<file path="src/rtl/unidade_controle_pkg.sv">
// unidade_controle_pkg
//   Shared definitions for the game control unit. The state encoding is the
//   value shown on db_estado, so the same constants serve the FSM and the
//   debug display decoding.
package unidade_controle_pkg;

    typedef enum logic [3:0] {
        INICIAL     = 4'h0,
        PREPARACAO  = 4'h1,
        ESPERA      = 4'h2,
        REGISTRA    = 4'h4,
        COMPARACAO  = 4'h5,
        PROXIMO     = 4'h6,
        FIM_ACERTO  = 4'hA,
        FIM_TIMEOUT = 4'hC,
        FIM_ERRO    = 4'hE
    } estado_t;

    // Width of the debug state code.
    localparam int ESTADO_W = 4;

endpackage : unidade_controle_pkg

</file>
<file path="src/rtl/unidade_controle.sv">
// unidade_controle
//   Moore FSM that sequences a 16-jogada memory game: it waits for each
//   jogada, registers it, compares it against the ROM word and either
//   advances, finishes with success, or finishes with an error/timeout.
//
// Parameters
//   TIMEOUT_EN   1: fimT in espera ends the game; 0: fimT is ignored
//
// Ports
//   clock        in   system clock, rising edge
//   reset        in   synchronous active-high reset to inicial
//   iniciar      in   start request (level)
//   jogada_feita in   one-cycle pulse, a jogada has been made
//   igual        in   ROM word equals registered jogada
//   fimC         in   address counter at last position
//   fimT         in   timeout counter terminal count
//   zeraC        out  clear address and timeout counters
//   contaC       out  increment address counter
//   zeraR        out  clear jogada register
//   registraR    out  load jogada register
//   conta        out  enable timeout counter
//   pronto       out  game finished
//   acertou      out  finished with all jogadas correct
//   errou        out  finished by wrong jogada or timeout
//   timeout      out  finished by timeout
//   db_estado    out  current state code (debug)
module unidade_controle
    import unidade_controle_pkg::*;
#(
    parameter bit TIMEOUT_EN = 1'b1
) (
    input  logic       clock,
    input  logic       reset,
    input  logic       iniciar,
    input  logic       jogada_feita,
    input  logic       igual,
    input  logic       fimC,
    input  logic       fimT,
    output logic       zeraC,
    output logic       contaC,
    output logic       zeraR,
    output logic       registraR,
    output logic       conta,
    output logic       pronto,
    output logic       acertou,
    output logic       errou,
    output logic       timeout,
    output logic [3:0] db_estado
);

    estado_t estado;
    estado_t next_estado;

    // State register
    always_ff @(posedge clock) begin
        if (reset) begin
            estado <= INICIAL;
        end else begin
            estado <= next_estado;
        end
    end

    // Next-state logic
    always_comb begin
        next_estado = estado;
        case (estado)
            INICIAL:     if (iniciar) next_estado = PREPARACAO;
            PREPARACAO:  next_estado = ESPERA;
            ESPERA: begin
                // A jogada arriving on the same cycle as the timeout wins.
                if (jogada_feita) begin
                    next_estado = REGISTRA;
                end else if (fimT && TIMEOUT_EN) begin
                    next_estado = FIM_TIMEOUT;
                end
            end
            REGISTRA:    next_estado = COMPARACAO;
            COMPARACAO: begin
                if (!igual) begin
                    next_estado = FIM_ERRO;
                end else if (fimC) begin
                    next_estado = FIM_ACERTO;
                end else begin
                    next_estado = PROXIMO;
                end
            end
            PROXIMO:     next_estado = ESPERA;
            FIM_ACERTO,
            FIM_ERRO,
            FIM_TIMEOUT: if (iniciar) next_estado = PREPARACAO;
            // Unused codes recover to inicial.
            default:     next_estado = INICIAL;
        endcase
    end

    // Output decode
    always_comb begin
        zeraC     = 1'b0;
        contaC    = 1'b0;
        zeraR     = 1'b0;
        registraR = 1'b0;
        conta     = 1'b0;
        pronto    = 1'b0;
        acertou   = 1'b0;
        errou     = 1'b0;
        timeout   = 1'b0;
        case (estado)
            PREPARACAO: begin
                zeraC = 1'b1;
                zeraR = 1'b1;
            end
            ESPERA:     conta     = 1'b1;
            REGISTRA:   registraR = 1'b1;
            PROXIMO:    contaC    = 1'b1;
            FIM_ACERTO: begin
                pronto  = 1'b1;
                acertou = 1'b1;
            end
            FIM_ERRO: begin
                pronto = 1'b1;
                errou  = 1'b1;
            end
            FIM_TIMEOUT: begin
                pronto  = 1'b1;
                errou   = 1'b1;
                timeout = 1'b1;
            end
            default: ;
        endcase
    end

    assign db_estado = estado;

endmodule : unidade_controle

</file>
<file path="config.mk">
export PLATFORM = sky130hd
export DESIGN_NAME = unidade_controle
export DESIGN_NICKNAME = d
export VERILOG_FILES = /design/src/rtl/unidade_controle_pkg.sv /design/src/rtl/unidade_controle.sv
export SDC_FILE = /design/constraint.sdc
export NUM_CORES = 1
export LEC_CHECK = 0
export ABC_AREA = 1
export BUFFER_PORTS_ARGS = -buffer_cell sky130_fd_sc_hd__buf_2
export CAP_MARGIN = 20
export CORE_AREA = 2 2 39 41
export DETAILED_ROUTE_END_ITERATION = 16
export DIE_AREA = 0 0 41 43
export GPL_ROUTABILITY_DRIVEN = 0
export MAX_ROUTING_LAYER = met4
export SYNTH_ARGS = -nofsm -noshare
export SYNTH_HDL_FRONTEND = slang
export SYNTH_SLANG_ARGS = --single-unit
</file>
<file path="constraint.sdc">
create_clock -name clock -period 1.2 [get_ports clock]
set_input_delay 0.06 -clock clock [delete_from_list [all_inputs] [get_ports clock]]
set_output_delay 0.06 -clock clock [all_outputs]
set_load 0.01 [all_outputs]
</file>
Word level (Yosys, flattened, before mapping)
Cells that the tools add are included.
{"block": "totals", "reg_bits": 4, "input_bits": 7, "out_inout_bits": 13, "wordCells": 31}
{"block": "op_classes", "eq_ne": 10, "n_mux": 14, "reduce_logical": 6}
{"op": "$mux W4", "n": 5}
{"op": "$pmux W4 S5", "n": 1}
{"op": "$eq A4 B3 Y1 const B", "n": 3}
{"op": "$eq A4 B4 Y1 const B", "n": 3}
{"op": "$mux W1", "n": 8}
{"op": "$eq A4 B1 Y1 const B", "n": 1}
{"op": "$eq A4 B2 Y1 const B", "n": 1}
{"op": "$logic_not A4 Y1", "n": 1}
{"op": "$reduce_or A2 Y1", "n": 2}
{"op": "$reduce_or A4 Y1", "n": 1}
{"op": "$ne A3 B3 Y1 const B", "n": 1}
{"op": "$reduce_or A3 Y1", "n": 1}
{"op": "$ne A2 B1 Y1 const B", "n": 1}
{"op": "$reduce_and A2 Y1", "n": 1}

Logic depth before layout (Yosys ltp)
{"block": "depth", "depth_word": 4, "ltp_mapped": 9, "mapped_depth_nobuf": 8}

Worst setup path after synthesis
No wires, ideal clock.
{"block": "synth_path", "path_type": "register -> output", "startpoint": "register estado[0], in the netlist db_estado[0]", "endpoint": "output zeraR", "t_arrival_ns": 1.140, "t_required_ns": 1.140, "setup_slack_ns": 0.000, "stages_incl_launch_ff": 4, "n_path_buf": 1, "path_cell_list": "dfxtp_1 > inv_2 > nor3_1 > buf_4"}
{"block": "synth_via", "elab_chain_cells": 2}
{"item": "from (decl)", "line_no": "unidade_controle.sv:51", "text": "estado_t estado;"}
{"item": "from (signal assigned)", "line_no": "unidade_controle.sv:59", "text": "estado <= next_estado;"}
{"item": "$eq A4 B1 Y1"}
{"item": "$mux W1"}
{"item": "to (decl)", "line_no": "unidade_controle.sv:41", "text": "output logic zeraR,"}
Every way passes these cells.

Worst setup path after layout
{"block": "layout_path", "startpoint": "register estado[3], in the netlist db_estado[3]", "endpoint": "output pronto"}
{"block": "layout_via", "elab_chain_cells": 3, "elab_cells_between_ends": 5, "classes_between": "eq/ne: 3; mux: 1; reduce/logical: 1"}
{"item": "$eq A4 B4 Y1", "line_no": "unidade_controle.sv:107", "text": "case (estado)"}
{"item": "$reduce_or A3 Y1 (no line) (*)"}
{"item": "$mux W1 (*)", "line_no": "unidade_controle.sv:107"}
{"item": "to (decl)", "line_no": "unidade_controle.sv:44", "text": "output logic pronto,"}
Mark *: on every way between the ends. The rest lies on a longest branch, timed or not.

==> summary.txt <==
CTS tree - built
die area - 1760 um2
non-filler instance count after layout - 113
Max FO, Critical Path - 8
depth of the CTS H-tree - 1
gr usage total - 0.130
number of cells produced by synthesis - 66
warnings from Yosys - 0
proportion of layout cells with a drive suffix above 1 - 0.557
Critical Path Slowest Stage Cell - sky130_fd_sc_hd__dfxtp_2
pin count of the biggest net entering global routing - 9
busiest grt layer - met2
starting density of the core - 0.279
status - finished, final reports clean
detailed placer's ending HPWL - 754 um
Chip Width - 41 um
number of nets in the synthesized netlist - 73
final core utilization - 0.455
first-pass GRT wire length - 1.53 mm
clock transition at the register clock pins on the worst setup and hold paths after CTS - 0.04 ns
Worst path max stage delay - 0.40 ns
simple-gate portion of the synthesized area - 0.550
post-synthesis sequential element count - 4
number of nets with antenna violations after routing - 0
Post-Place Cells - 105
antenna violations before repair - 0
Hold WC Path Type - in2reg
clock tree root buffer cell - sky130_fd_sc_hd__clkbuf_4
post-synthesis compound-gate area fraction - 0.0680
setup slack, reg-to-reg - 0.09 ns
number of slew-limit violations in the final report - 0
xor and xnor fraction of the mapped netlist area - 0
portion of netlist area occupied by mux cells - 0
PnR worst setup slack - 0.0379 ns
leftover overflow at the end of global routing - 0
count of endpoints failing hold in the final timing report - 0
# setup viols final - 0
post-DR vias/cell - 4.27
main combinational cell family by area after synthesis - simple AND/OR/NAND/NOR gates
number of global-route vias before repair - 429
relative max-transition margin - 0.864
Min Hold Slack - 0.245 ns
length of the first detailed-routing pass in iterations - 2
met2 demand-to-capacity share in global routing - 0.222
number of flip-flops in the largest register - 4
Worst Setup Path Type - reg2out
post-synthesis sequential area ratio - 0.207
post-synthesis share of cell area spent on full adders, half adders and majority gates - 0
power density of the placed cells - 2450 nW/um2
count of antenna diodes in the layout - 0
Std-Cell Core Area - 1380 um2
part of the cycle the worst path needs - 0.968
slew at the pin closest to its max-slew limit - 0.204 ns
Residual DRC - 0
met1 demand-to-capacity share in global routing - 0.129
Mapped Avg Cell Area - 5.86 um2
signal arrival time at the worst endpoint - 1.10 ns
CTS sink cnt - 4
time the worst path needs with I/O delays and setup - 1.16 ns
worst slack after detailed placement - 0.0134 ns
detail-routed net length per standard cell - 8.57 um
Layout Nets - 106
count of buffer and inverter cells on the critical path - 2
category of the worst setup path launch point - flop
worst IR drop on VDD - 1.01 mV
post-synthesis instance area - 387 um2
maximum capacitance violations - 0
Total Wirelength - 968 um
RSZ-0062 raised after global routing - yes
Fmax achieved - 860 MHz
DR vias - 482
cell breakdown of the critical path - nand2_1 -> buf_4 -> o22ai_1 -> buf_2
Area growth syn-to-layout - 62.8%
die height - 43 um
data required time at the worst endpoint - 1.14 ns
met3 GRT Util - 0.0157
cell class contributing the biggest share of worst-path delay - flip-flops
Layout Cell Area excl Fill - 629 um2
Worst Clk Skew - 0.00186 ns
Distinct cells, synth - 17
count of routing violations after the opening detailed-route iteration - 1
number of input and output port buffers inserted - 19
LEAKAGE - 0.387 nW
capturing element type of the critical path - primary output
row count - 14
number of buffers created by CTS - 3
clock latency at the later pin of the worst-skew pair - 0.23 ns
maximum clock path buffer count - 2
total cell area at the placement stage - 528 um2
number of top-level design ports - 20
path summary, 6_finish.rpt:
check,start,to,cells past startpoint
worst max-delay path,db_estado[3],pronto,4
worst min-delay path,fimT,db_estado[3],5
worst min register to register,db_estado[2],db_estado[2],2
worst max register to register,db_estado[0],db_estado[3],7
cell families after synthesis:
| logic type | after synthesis |
|---|---|
| buf+inv | 15 |
| compound gates | 5 |
| simple gates | 42 |
| flops | 4 |
through the flow:
stage	power (mW)	TNS [ns]
3_5_place_dp	1.18	0
2_1_floorplan	0.905	0
3_3_place_gp	1.19	-0.000474
4_1_cts	1.41	0
5_1_grt	1.70	-0.137
6_report	1.54	0
worst reg2reg max path, cell delays in order (launching register included):
cell and delay, ns:
sky130_fd_sc_hd__dfxtp_4 0.36, sky130_fd_sc_hd__inv_4 0.07, sky130_fd_sc_hd__buf_4 0.09, sky130_fd_sc_hd__nand3_1 0.07, sky130_fd_sc_hd__nand2_2 0.10, sky130_fd_sc_hd__nand3_4 0.12
sky130_fd_sc_hd__a21oi_2 0.15, sky130_fd_sc_hd__nor2_1 0.05
synthesized netlist by cell type, drive strengths merged:
cell | instances | area share
buf | 2 | 0.049
a21oi | 4 | 0.052
nand2 | 17 | 0.19
o22ai | 1 | 0.016
nor3 | 2 | 0.026
nor2 | 15 | 0.18
nand3 | 8 | 0.15
inv | 13 | 0.13
dfxtp | 4 | 0.21
timing repair:
item | in CTS | in global routing
pin swaps | 0 | 2
endpoints found under the hold margin | 1 | 0
hold buffers | 1 | 0
setup buffers | 2 | 2
gates resized for setup | 4 | 10
setup endpoints to repair | 6 | 11
cell type report:
cell class | count | area, um2
Inverter | 13 | 51.3
Fill cell | 144 | 754
Clock buffer | 3 | 22.5
Timing Repair Buffer | 30 | 180
Sequential cell | 4 | 90.1
Tap cell | 16 | 20.0
Multi-Input combinational cell | 47 | 265
metal layers:
| metal | vias up | share of wire |
|---|---|---|
| li1 | 264 | - |
| met1 | 213 | 0.37 |
| met2 | 5 | 0.60 |
| met3 | 0 | 0.027 |
| met4 | 0 | 0 |
| met5 | - | 0 |
layout by cell type (no fill, tap or decap):
master | netlist | layout
sky130_fd_sc_hd__clkbuf_4 | 0 | 3
sky130_fd_sc_hd__nand3_4 | 1 | 1
sky130_fd_sc_hd__nor2_1 | 11 | 9
sky130_fd_sc_hd__inv_2 | 3 | 2
sky130_fd_sc_hd__dfxtp_2 | 0 | 2
sky130_fd_sc_hd__nand3_2 | 1 | 2
sky130_fd_sc_hd__nand3_1 | 6 | 5
sky130_fd_sc_hd__nor2_2 | 3 | 5
sky130_fd_sc_hd__inv_4 | 0 | 1
sky130_fd_sc_hd__nand2_1 | 15 | 14
sky130_fd_sc_hd__dlygate4sd3_1 | 0 | 1
sky130_fd_sc_hd__a21oi_1 | 4 | 3
sky130_fd_sc_hd__o22ai_1 | 1 | 1
sky130_fd_sc_hd__buf_4 | 1 | 10
sky130_fd_sc_hd__nand2_2 | 1 | 2
sky130_fd_sc_hd__inv_1 | 10 | 10
sky130_fd_sc_hd__nor3_2 | 0 | 2
sky130_fd_sc_hd__dfxtp_4 | 0 | 2
sky130_fd_sc_hd__buf_2 | 0 | 19
sky130_fd_sc_hd__a21oi_2 | 0 | 1
sky130_fd_sc_hd__nand2_4 | 1 | 1
sky130_fd_sc_hd__nor2_4 | 1 | 1
report_power, final:
group / total (mW) / switching (mW) / internal (mW) / leakage (nW)
logic: 1.05 / 0.551 / 0.500 / 0.338
clock network: 0.160 / 0.0487 / 0.111 / 0.0138
registers: 0.327 / 0.113 / 0.214 / 0.0350
total: 1.54 / 0.713 / 0.826 / 0.387
No activity file was read; power rests on OpenSTA's default activity.
